$ cat src/rtl/sha1_pio_pkg.sv
// Shared definitions for the pushbutton PIO initiator: PIO register map,
// FSM state encoding and the lockout counter width helper.
// No ports; imported by the initiator, its lockout timer and the bench.
package sha1_pio_pkg;

  // Word addresses of the pushbutton PIO registers
  localparam logic [1:0] PIO_ADDR_DATA    = 2'd0;
  localparam logic [1:0] PIO_ADDR_IRQMASK = 2'd2;
  localparam logic [1:0] PIO_ADDR_EDGECAP = 2'd3;

  typedef enum logic [2:0] {
    ARM,
    IDLE,
    RD_ADR,
    RD_DAT,
    CLR,
    EMIT
  } state_t;

  // Counter width able to hold n, never narrower than one bit
  function automatic int unsigned lockout_width(input int unsigned n);
    int unsigned w;
    w = $clog2(n + 1);
    return (w < 1) ? 1 : w;
  endfunction

endpackage

$ cat src/rtl/sha1_pushbutton_irq_master_if.sv
// Bundle between the pushbutton initiator and its environment: the Avalon-MM
// link to the PIO (address/chipselect/write_n/writedata/readdata, plus irq)
// and the button event stream (valid/buttons/ready, running event count).
// master = initiator side, slave = PIO + event consumer side.
interface sha1_pushbutton_irq_master_if #(
  parameter int unsigned WIDTH = 2
);
  logic             irq;
  logic [1:0]       avm_address;
  logic             avm_chipselect;
  logic             avm_write_n;
  logic [31:0]      avm_writedata;
  logic [31:0]      avm_readdata;
  logic             evt_valid;
  logic [WIDTH-1:0] evt_buttons;
  logic             evt_ready;
  logic [15:0]      evt_count;

  modport master (
    input  irq, avm_readdata, evt_ready,
    output avm_address, avm_chipselect, avm_write_n, avm_writedata,
           evt_valid, evt_buttons, evt_count
  );

  modport slave (
    output irq, avm_readdata, evt_ready,
    input  avm_address, avm_chipselect, avm_write_n, avm_writedata,
           evt_valid, evt_buttons, evt_count
  );
endinterface

$ cat src/rtl/sha1_lockout_timer.sv
// Purpose: loadable down-counter that saturates at zero; o_zero flags expiry.
// Latency: load takes effect on the next clock edge; o_zero is decoded from the counter register.
// Backpressure: none. Ports: clk, reset_n (async low), i_load, o_zero.
module sha1_lockout_timer
  import sha1_pio_pkg::*;
#(
  parameter int unsigned LOCKOUT_CYCLES = 16
) (
  input  logic clk,
  input  logic reset_n,
  input  logic i_load,
  output logic o_zero
);

  localparam int unsigned W = lockout_width(LOCKOUT_CYCLES);
  localparam logic [W-1:0] LOAD_VAL = W'(LOCKOUT_CYCLES);

  logic [W-1:0] r_cnt;

  always_ff @(posedge clk or negedge reset_n) begin
    if (!reset_n) begin
      r_cnt <= '0;
    end else if (i_load) begin
      r_cnt <= LOAD_VAL;
    end else if (r_cnt != '0) begin
      r_cnt <= r_cnt - W'(1);
    end
  end

  assign o_zero = (r_cnt == '0);

endmodule

$ cat src/rtl/sha1_pushbutton_irq_master.sv
// Purpose: Avalon-MM initiator servicing the pushbutton PIO irq and streaming button events.
// Latency: irq seen in IDLE -> edge_capture clear write after 3 cycles -> evt_valid after 4 cycles.
// Backpressure: event held stable in EMIT until evt_ready; new irqs wait (pending in the PIO).
// Ports: clk, reset_n (async low), bus (master modport: PIO bus + irq + event stream + count).
module sha1_pushbutton_irq_master
  import sha1_pio_pkg::*;
#(
  parameter int unsigned     WIDTH          = 2,
  parameter logic [WIDTH-1:0] MASK_INIT     = 2'b11,
  parameter int unsigned     LOCKOUT_CYCLES = 16
) (
  input logic clk,
  input logic reset_n,
  sha1_pushbutton_irq_master_if.master bus
);

  state_t           r_state;
  logic [1:0]       r_addr;
  logic             r_cs;
  logic             r_wr_n;
  logic [31:0]      r_wdata;
  logic             r_vld;
  logic [WIDTH-1:0] r_btn;
  logic [15:0]      r_cnt;
  logic [WIDTH-1:0] r_cap;

  state_t           w_state_nxt;
  logic [1:0]       w_addr_nxt;
  logic             w_cs_nxt;
  logic             w_wr_n_nxt;
  logic [31:0]      w_wdata_nxt;
  logic             w_vld_nxt;
  logic [WIDTH-1:0] w_btn_nxt;
  logic [15:0]      w_cnt_nxt;
  logic [WIDTH-1:0] w_cap_nxt;
  logic             w_load;
  logic             w_lockout_zero;
  logic [WIDTH-1:0] w_rd_cap;
  logic             w_unused_rd_hi;

  // Only the button bits of edge_capture matter; the rest of the word is ignored.
  assign w_rd_cap       = bus.avm_readdata[WIDTH-1:0];
  assign w_unused_rd_hi = ^bus.avm_readdata[31:WIDTH];

  sha1_lockout_timer #(
    .LOCKOUT_CYCLES(LOCKOUT_CYCLES)
  ) u_lockout (
    .clk     (clk),
    .reset_n (reset_n),
    .i_load  (w_load),
    .o_zero  (w_lockout_zero)
  );

  // Bus and event outputs are registered, so each state computes the values
  // that the *next* state presents. ARM is entered straight from reset with
  // idle outputs, so it spends one cycle launching the mask write and a second
  // cycle with that write on the bus before moving to IDLE.
  always_comb begin
    w_state_nxt = r_state;
    w_addr_nxt  = r_addr;
    w_cs_nxt    = 1'b0;
    w_wr_n_nxt  = 1'b1;
    w_wdata_nxt = '0;
    w_vld_nxt   = r_vld;
    w_btn_nxt   = r_btn;
    w_cnt_nxt   = r_cnt;
    w_cap_nxt   = r_cap;
    w_load      = 1'b0;

    case (r_state)
      ARM: begin
        if (!r_cs) begin
          w_cs_nxt                 = 1'b1;
          w_wr_n_nxt               = 1'b0;
          w_addr_nxt               = PIO_ADDR_IRQMASK;
          w_wdata_nxt[WIDTH-1:0]   = MASK_INIT;
        end else begin
          w_state_nxt = IDLE;
        end
      end

      IDLE: begin
        if (bus.irq && w_lockout_zero) begin
          w_state_nxt = RD_ADR;
          w_addr_nxt  = PIO_ADDR_EDGECAP;
          w_cs_nxt    = 1'b1;
        end
      end

      RD_ADR: begin
        // PIO readdata is registered: the value shows up while in RD_DAT.
        w_state_nxt = RD_DAT;
        w_addr_nxt  = PIO_ADDR_EDGECAP;
      end

      RD_DAT: begin
        w_cap_nxt = w_rd_cap;
        if (w_rd_cap == '0) begin
          // Spurious irq: nothing captured, nothing to clear or report.
          w_state_nxt = IDLE;
        end else begin
          w_state_nxt             = CLR;
          w_cs_nxt                = 1'b1;
          w_wr_n_nxt              = 1'b0;
          w_addr_nxt              = PIO_ADDR_EDGECAP;
          // Write-1-to-clear only the bits that were read, so later edges survive.
          w_wdata_nxt[WIDTH-1:0]  = w_rd_cap;
        end
      end

      CLR: begin
        w_load      = 1'b1;
        w_state_nxt = EMIT;
        w_vld_nxt   = 1'b1;
        w_btn_nxt   = r_cap;
      end

      EMIT: begin
        if (bus.evt_ready) begin
          w_state_nxt = IDLE;
          w_vld_nxt   = 1'b0;
          w_cnt_nxt   = r_cnt + 16'd1;
        end
      end

      default: begin
        w_state_nxt = ARM;
      end
    endcase
  end

  always_ff @(posedge clk or negedge reset_n) begin
    if (!reset_n) begin
      r_state <= ARM;
      r_addr  <= '0;
      r_cs    <= 1'b0;
      r_wr_n  <= 1'b1;
      r_wdata <= '0;
      r_vld   <= 1'b0;
      r_btn   <= '0;
      r_cnt   <= '0;
      r_cap   <= '0;
    end else begin
      r_state <= w_state_nxt;
      r_addr  <= w_addr_nxt;
      r_cs    <= w_cs_nxt;
      r_wr_n  <= w_wr_n_nxt;
      r_wdata <= w_wdata_nxt;
      r_vld   <= w_vld_nxt;
      r_btn   <= w_btn_nxt;
      r_cnt   <= w_cnt_nxt;
      r_cap   <= w_cap_nxt;
    end
  end

  assign bus.avm_address    = r_addr;
  assign bus.avm_chipselect = r_cs;
  assign bus.avm_write_n    = r_wr_n;
  assign bus.avm_writedata  = r_wdata;
  assign bus.evt_valid      = r_vld;
  assign bus.evt_buttons    = r_btn;
  assign bus.evt_count      = r_cnt;

endmodule

$ cat src/flat_wrapper.sv
// flat-port wrapper written by rule: the top's interface ports become plain ports
module sha1_pushbutton_irq_master_flat import sha1_pio_pkg::*;
#(
  parameter int unsigned     WIDTH          = 2,
  parameter logic [WIDTH-1:0] MASK_INIT     = 2'b11,
  parameter int unsigned     LOCKOUT_CYCLES = 16
)
  (clk, reset_n, bus_irq, bus_avm_readdata, bus_evt_ready, bus_avm_address, bus_avm_chipselect, bus_avm_write_n, bus_avm_writedata, bus_evt_valid, bus_evt_buttons, bus_evt_count);
  sha1_pushbutton_irq_master_if #(.WIDTH(WIDTH)) bus_i ();
  input logic clk;
  input logic reset_n;
  input wire logic [$bits(bus_i.irq)-1:0] bus_irq;
  input wire logic [$bits(bus_i.avm_readdata)-1:0] bus_avm_readdata;
  input wire logic [$bits(bus_i.evt_ready)-1:0] bus_evt_ready;
  output wire logic [$bits(bus_i.avm_address)-1:0] bus_avm_address;
  output wire logic [$bits(bus_i.avm_chipselect)-1:0] bus_avm_chipselect;
  output wire logic [$bits(bus_i.avm_write_n)-1:0] bus_avm_write_n;
  output wire logic [$bits(bus_i.avm_writedata)-1:0] bus_avm_writedata;
  output wire logic [$bits(bus_i.evt_valid)-1:0] bus_evt_valid;
  output wire logic [$bits(bus_i.evt_buttons)-1:0] bus_evt_buttons;
  output wire logic [$bits(bus_i.evt_count)-1:0] bus_evt_count;
  assign bus_i.irq = bus_irq;
  assign bus_i.avm_readdata = bus_avm_readdata;
  assign bus_i.evt_ready = bus_evt_ready;
  assign bus_avm_address = bus_i.avm_address;
  assign bus_avm_chipselect = bus_i.avm_chipselect;
  assign bus_avm_write_n = bus_i.avm_write_n;
  assign bus_avm_writedata = bus_i.avm_writedata;
  assign bus_evt_valid = bus_i.evt_valid;
  assign bus_evt_buttons = bus_i.evt_buttons;
  assign bus_evt_count = bus_i.evt_count;
  sha1_pushbutton_irq_master #(.WIDTH(WIDTH), .MASK_INIT(MASK_INIT), .LOCKOUT_CYCLES(LOCKOUT_CYCLES)) u_core (.clk(clk), .reset_n(reset_n), .bus(bus_i));
endmodule
$ cat config.mk
export PLATFORM = sky130hd
export DESIGN_NAME = sha1_pushbutton_irq_master_flat
export DESIGN_NICKNAME = d
export VERILOG_FILES = /design/src/rtl/sha1_pio_pkg.sv /design/src/rtl/sha1_pushbutton_irq_master_if.sv /design/src/rtl/sha1_lockout_timer.sv /design/src/rtl/sha1_pushbutton_irq_master.sv /design/src/flat_wrapper.sv
export SDC_FILE = /design/constraint.sdc
export NUM_CORES = 1
export LEC_CHECK = 0
export BUFFER_PORTS_ARGS = -buffer_cell sky130_fd_sc_hd__buf_2
export CORE_UTILIZATION = 45
export DETAILED_ROUTE_END_ITERATION = 12
export PLACE_DENSITY = 0.78
export SYNTH_ARGS = -nofsm -noshare
export SYNTH_HDL_FRONTEND = slang
export SYNTH_SLANG_ARGS = --single-unit
$ cat constraint.sdc
create_clock -name clk -period 1.7 [get_ports clk]
set_input_delay 0.17 -clock clk [delete_from_list [all_inputs] [get_ports clk]]
set_output_delay 0.17 -clock clk [all_outputs]
set_load 0.005 [all_outputs]
==> Word-level counts from Yosys, hierarchy flattened <==
Index checks and enable logic that the tools add are counted.
{ "classes": {"eq_ne": 10, "n_mux": 24, "add_sub_neg": 2, "n_reduce_logical": 12} }
{ "ops": {"columns": ["op", "n"], "rows": [
  ["case mux 3 bit (6 select lines)", 1],
  ["adder 16 x 1 -> 16 bit, second input constant", 1],
  ["2-to-1 mux 3 bit", 4],
  ["2-to-1 mux 2 bit", 5],
  ["2-to-1 mux 5 bit", 2],
  ["case mux 2 bit (4 select lines)", 1],
  ["2-to-1 mux 1 bit", 7],
  ["equality test 3 x 2 -> 1 bit, second input constant", 2],
  ["equality test 3 bit, second input constant", 2],
  ["!= test 2 bit, second input constant", 3],
  ["zero test 5 bit", 1],
  ["nonzero test 5 bit", 1],
  ["subtractor 5 x 1 -> 5 bit, second input constant", 1],
  ["!= test 2 x 1 -> 1 bit, second input constant", 2],
  ["case mux 1 bit (2 select lines)", 2],
  ["case mux 2 bit (2 select lines)", 1],
  ["AND reduction 2 bit", 2],
  ["AND reduction 4 bit", 1],
  ["nonzero test 2 bit", 2],
  ["nonzero test 4 bit", 1],
  ["equality test 3 x 1 -> 1 bit, second input constant", 1],
  ["zero test 3 bit", 1],
  ["case mux 1 bit (3 select lines)", 1],
  ["AND reduction 3 bit", 1],
  ["2 further kinds", 2]
]} }
{ "totals": {"elab_cells": 58, "inputBits": 36, "output_inout_bits": 55, "register_bits": 35} }

==> Longest topological paths before layout <==
{ "depth": {"ltp_word": 4, "depth_mapped": 6, "mapped_depth_nobuf": 6} }

==> Hierarchy <==
Synthesis repeated with hierarchy kept, for this count alone.
{ "hier_totals": {"hier_cells": 180, "area_unflattened_um2": 1816.7} }
{ "by_module_without_submodules": {"columns": ["module", "cells_each", "n_inst", "area_each_um2"], "rows": [
  ["sha1_pushbutton_irq_master", 154, 1, 1561.5],
  ["sha1_lockout_timer", 26, 1, 255.2]
]} }

==> Worst setup path after synthesis <==
OpenSTA, ideal clock, no wires.
{ "synth_timing": {"path_type": "register to register", "from": "reg u_core.u_lockout.r_cnt[0]", "to": "reg u_core.r_cs, in the netlist u_core.bus.avm_chipselect", "stages_incl_launch_ff": 6, "t_required_ps": 1618, "arrival_ps": 1330, "setup_slack_ps": 288, "path_cell_list": "dfrtp_1 > inv_1 > ha_1 > nor4b_2 > nand4b_1 > a31oi_1"} }
{ "synth_via": {"elab_chain_len": 4} }
{ "synth_lines": {"columns": ["element", "line", "text"], "rows": [
  ["start, declared", "sha1_lockout_timer.sv:18", "logic [W-1:0] r_cnt;"],
  ["start signal, assigned", "sha1_lockout_timer.sv:26", "r_cnt <= r_cnt - W'(1);"],
  ["zero test 5 bit", "sha1_lockout_timer.sv:30", "assign o_zero = (r_cnt == '0);"],
  ["logical AND 1 bit", "sha1_pushbutton_irq_master.sv:83", "if (bus.irq && w_lockout_zero) begin"],
  ["2-to-1 mux 1 bit", "sha1_pushbutton_irq_master.sv:83", null],
  ["case mux 1 bit (3 select lines)", "sha1_pushbutton_irq_master.sv:70", "case (r_state)"],
  ["net u_core.w_cs_nxt", "sha1_pushbutton_irq_master.sv:29", "logic w_cs_nxt;"],
  ["end signal, assigned", "sha1_pushbutton_irq_master.sv:146", "r_cs <= w_cs_nxt;"],
  ["end, declared", "sha1_pushbutton_irq_master.sv:19", "logic r_cs;"]
]} }
The timed path passes the listed nets, and every way through them passes these cells.
A chain may end at the register's enable or synchronous reset.

==> Final worst setup path <==
Ends and elaborated chain as after synthesis.

==> flow_summary.json <==
{
  "finalClockSkew_ps": 4.348,
  "rsz0062_at_grt": "no",
  "cts_resized": 0,
  "status": "finished clean",
  "nNetsFinal": 248,
  "ant_nets": 0,
  "row_count": 22,
  "numCtsBuffers": 5,
  "cts_sinks": 35,
  "yosysSeqAreaShare_pct": 48.55,
  "r2r_slack_ps": 180,
  "grt_max_degree": 36,
  "nFillCells": 349,
  "synthArstFlopShare_pct": 100.0,
  "coreArea_um2": 3744,
  "cts_root_buf": "clkbuf_8",
  "fp.dieH_um": 65.37,
  "yosys.area.top_type_share_pct": 47.09,
  "io_pins": 91,
  "drt_iter0_markers": 47,
  "finalSetupTns_ps": 0,
  "place_inst": 250,
  "routedWlPerCell_um": 11.45,
  "reg2reg_depth": 6,
  "num_antenna_cells": 0,
  "cts_tree": "built",
  "drv_slew": 0,
  "ir_worst_vdd_mv": 0.7932,
  "critPathRequiredTime_ps": 1890,
  "synth_edf_count": 0,
  "synth_area_leaders": "dfrtp_1 (47%), buf_4 (12%), xnor2_1 (5.8%), nand2_1 (2.9%), nand3_1 (2.8%)",
  "yosys_warnings": 0,
  "cp_max_fo": 5,
  "routed_via_density": 4.865,
  "dieArea_um2": 4273,
  "drt_wl_total_um": 2966,
  "critPathArrivalTime_ps": 1710,
  "clock_path_buffers": 2,
  "min_path_type": "in2reg",
  "cp.depth": 6,
  "drive_gt1_share_pct": 24.64,
  "hold_viol": 0,
  "die_x_um": 65.37,
  "h-tree-depth": 2,
  "p_per_area_nw_per_um2": 1282,
  "antenna_found_initial": 0,
  "drc_errors": 0,
  "setup_slack_ps": 179.1,
  "syn_area_um2": 1807,
  "cp-start-kind": "flip-flop",
  "slew_headroom_pct": 48.79,
  "min_path_cells": 2,
  "synthMostInstantiatedCell": "dfrtp_1",
  "worstPathCellList": "inv_1, ha_1, nor4b_2, buf_4, nand4b_1, a31oi_1",
  "gp_congestion": 0.8208,
  "placed_area_um2": 1929,
  "clkTransAtPathRegs_ps": 60,
  "synthTopCellsByCount": "dfrtp_1 (34), buf_4 (30), nand2_1 (14), xnor2_1 (12), nand3_1 (10)",
  "fin_area_um2": 2019,
  "clk-insertion-delay-late_ps": 270,
  "crit_type": "reg2reg",
  "area_growth_pct": 11.77,
  "grt_pass1_vias": 1126,
  "synth_cell_types": 40,
  "ys.flop_type": "dfrtp_1",
  "period_share_pct": 89.46,
  "synth_area_per_cell_um2": 10.57,
  "worst_setup_path_end_kind": "flip-flop",
  "grt_usage_pct": 15.71,
  "post_layout_nonfiller_instances": 259,
  "dp_slack_ps": 199.6,
  "tightest_slew_ps": 768.2,
  "crit_buf_inv": 2,
  "first_pass_iters": 4,
  "setup_viol": 0,
  "synth_cells": 171,
  "dp_hpwl_um": 2176,
  "vias": 1260,
  "path_delay_family": "flip-flops",
  "io_buffers": 30,
  "overflow": 0,
  "synth_seq_cells": 35,
  "p_leak_nw": 1.056,
  "cts_setup_buffers": 0,
  "maxCapViolCount": 0,
  "fin_crit_ps": 1521,
  "yosys.area.top_type": "dfrtp_1",
  "grt_pass1_wl_um": 5140,
  "critPathMaxStageDelay_ps": 370,
  "start_util_pct": 48.26,
  "fin_util_pct": 53.94,
  "fmax_ghz": 0.6575,
  "crit_slowest_cell": "dfrtp_1"
}
==> final timing paths <==
check                                     startpoint                         to
max                        u_core.u_lockout.r_cnt[0]  u_core.bus.avm_chipselect
min                              bus_avm_readdata[1]            u_core.r_cap[1]
min in group asynchronous                    reset_n    u_core.bus.evt_count[3]
max reg2reg                u_core.u_lockout.r_cnt[0]  u_core.bus.avm_chipselect
min reg2reg                u_core.bus.avm_address[1]  u_core.bus.avm_address[1]
max in group asynchronous                    reset_n    u_core.bus.evt_count[8]
==> timing repair <==
action                                 in CTS  in global routing
setup endpoints to repair                   0                  0
hold buffers                                1                  0
endpoints found under the hold margin      34                  0
==> flip-flops by register name (all words and copies together), names as in the netlist <==
register,cells
u_core.bus.avm_chipselect,1
u_core.bus.avm_write_n,1
u_core.r_state,3
u_core.bus.evt_valid,1
u_core.u_lockout.r_cnt,5
u_core.bus.evt_count,16
u_core.bus.avm_address,2
u_core.bus.avm_writedata,2
u_core.r_cap,2
u_core.bus.evt_buttons,2
==> routing by layer <==
layer | part of all wire (%) | up-vias | GRT usage, %
met1 | 45 | 610 | 20.78
met3 | 4.5 | 4 | 2.431
li1 | - | 600 | -
met4 | 1.7 | 0 | 6.522
met5 | 0 | - | 0
met2 | 49 | 46 | 25.52
==> cells by family after synthesis <==
kind of cell             synth area share (%)
adder cells (fa/ha/maj)                 1.385
buffers and inverters                   13.78
AO/OA/AOI/OAI                           6.164
other                                  0.2076
XOR/XNOR                                7.756
multiplexers                            2.493
flip-flops                              48.55
AND/OR/NAND/NOR                         19.67
==> cell type report <==
class,count,area (um2),area share (%)
sequential,35,877.1,43.43
tap,48,60.06,2.974
inverter,2,7.507,0.3717
clock buffer,8,80.08,3.965
timing repair buffer,37,205.2,10.16
multi-input combinational,129,789.5,39.10
==> placed cells by master, fill, tap and decap left out, drive strengths merged, types with 2 or more instances in the layout <==
master | Yosys | final
and4 | 2 | 2
dfrtp | 34 | 34
conb | 1 | 30
nand3b | 2 | 2
nor2 | 9 | 9
nor3 | 4 | 4
ha | 2 | 2
o21ai | 2 | 2
xnor2 | 12 | 12
nand2 | 14 | 14
buf | 31 | 36
nand3 | 10 | 10
a21oi | 7 | 7
inv | 2 | 2
nand4b | 2 | 2
clkbuf | 3 | 8
mux2 | 4 | 4
nand2b | 3 | 3
or3 | 2 | 2
a21o | 4 | 4
xor2 | 4 | 4
nand4 | 2 | 2
nor2b | 2 | 2
==> worst register-to-register path: cells and delay by family (launching register included) <==
kind | cells | cell delay, ps
flip-flops | 1 | 370
AND/OR/NAND/NOR | 2 | 360
buffers and inverters | 2 | 270
adder cells (fa/ha/maj) | 1 | 230
AO/OA/AOI/OAI | 1 | 200
==> where the power goes <==
group	internal [mW]	leakage, nW	total (mW)	switching [mW]
Clock	0.291	0.0395	0.554	0.263
Combinational	0.409	0.561	0.826	0.417
Sequential	1.06	0.455	1.21	0.153
Total	1.76	1.06	2.59	0.834
==> through the flow <==
step | power (mW) | hold slack, ps
floorplan | 1.805 | -125.6
CTS | 2.621 | 160.7
global route | 2.803 | 174.1
finish | 2.590 | 171.3
global placement | 2.027 | 280.1
detailed placement | 2.050 | 291.7
Note: power is estimated with default switching activity, not from simulation.
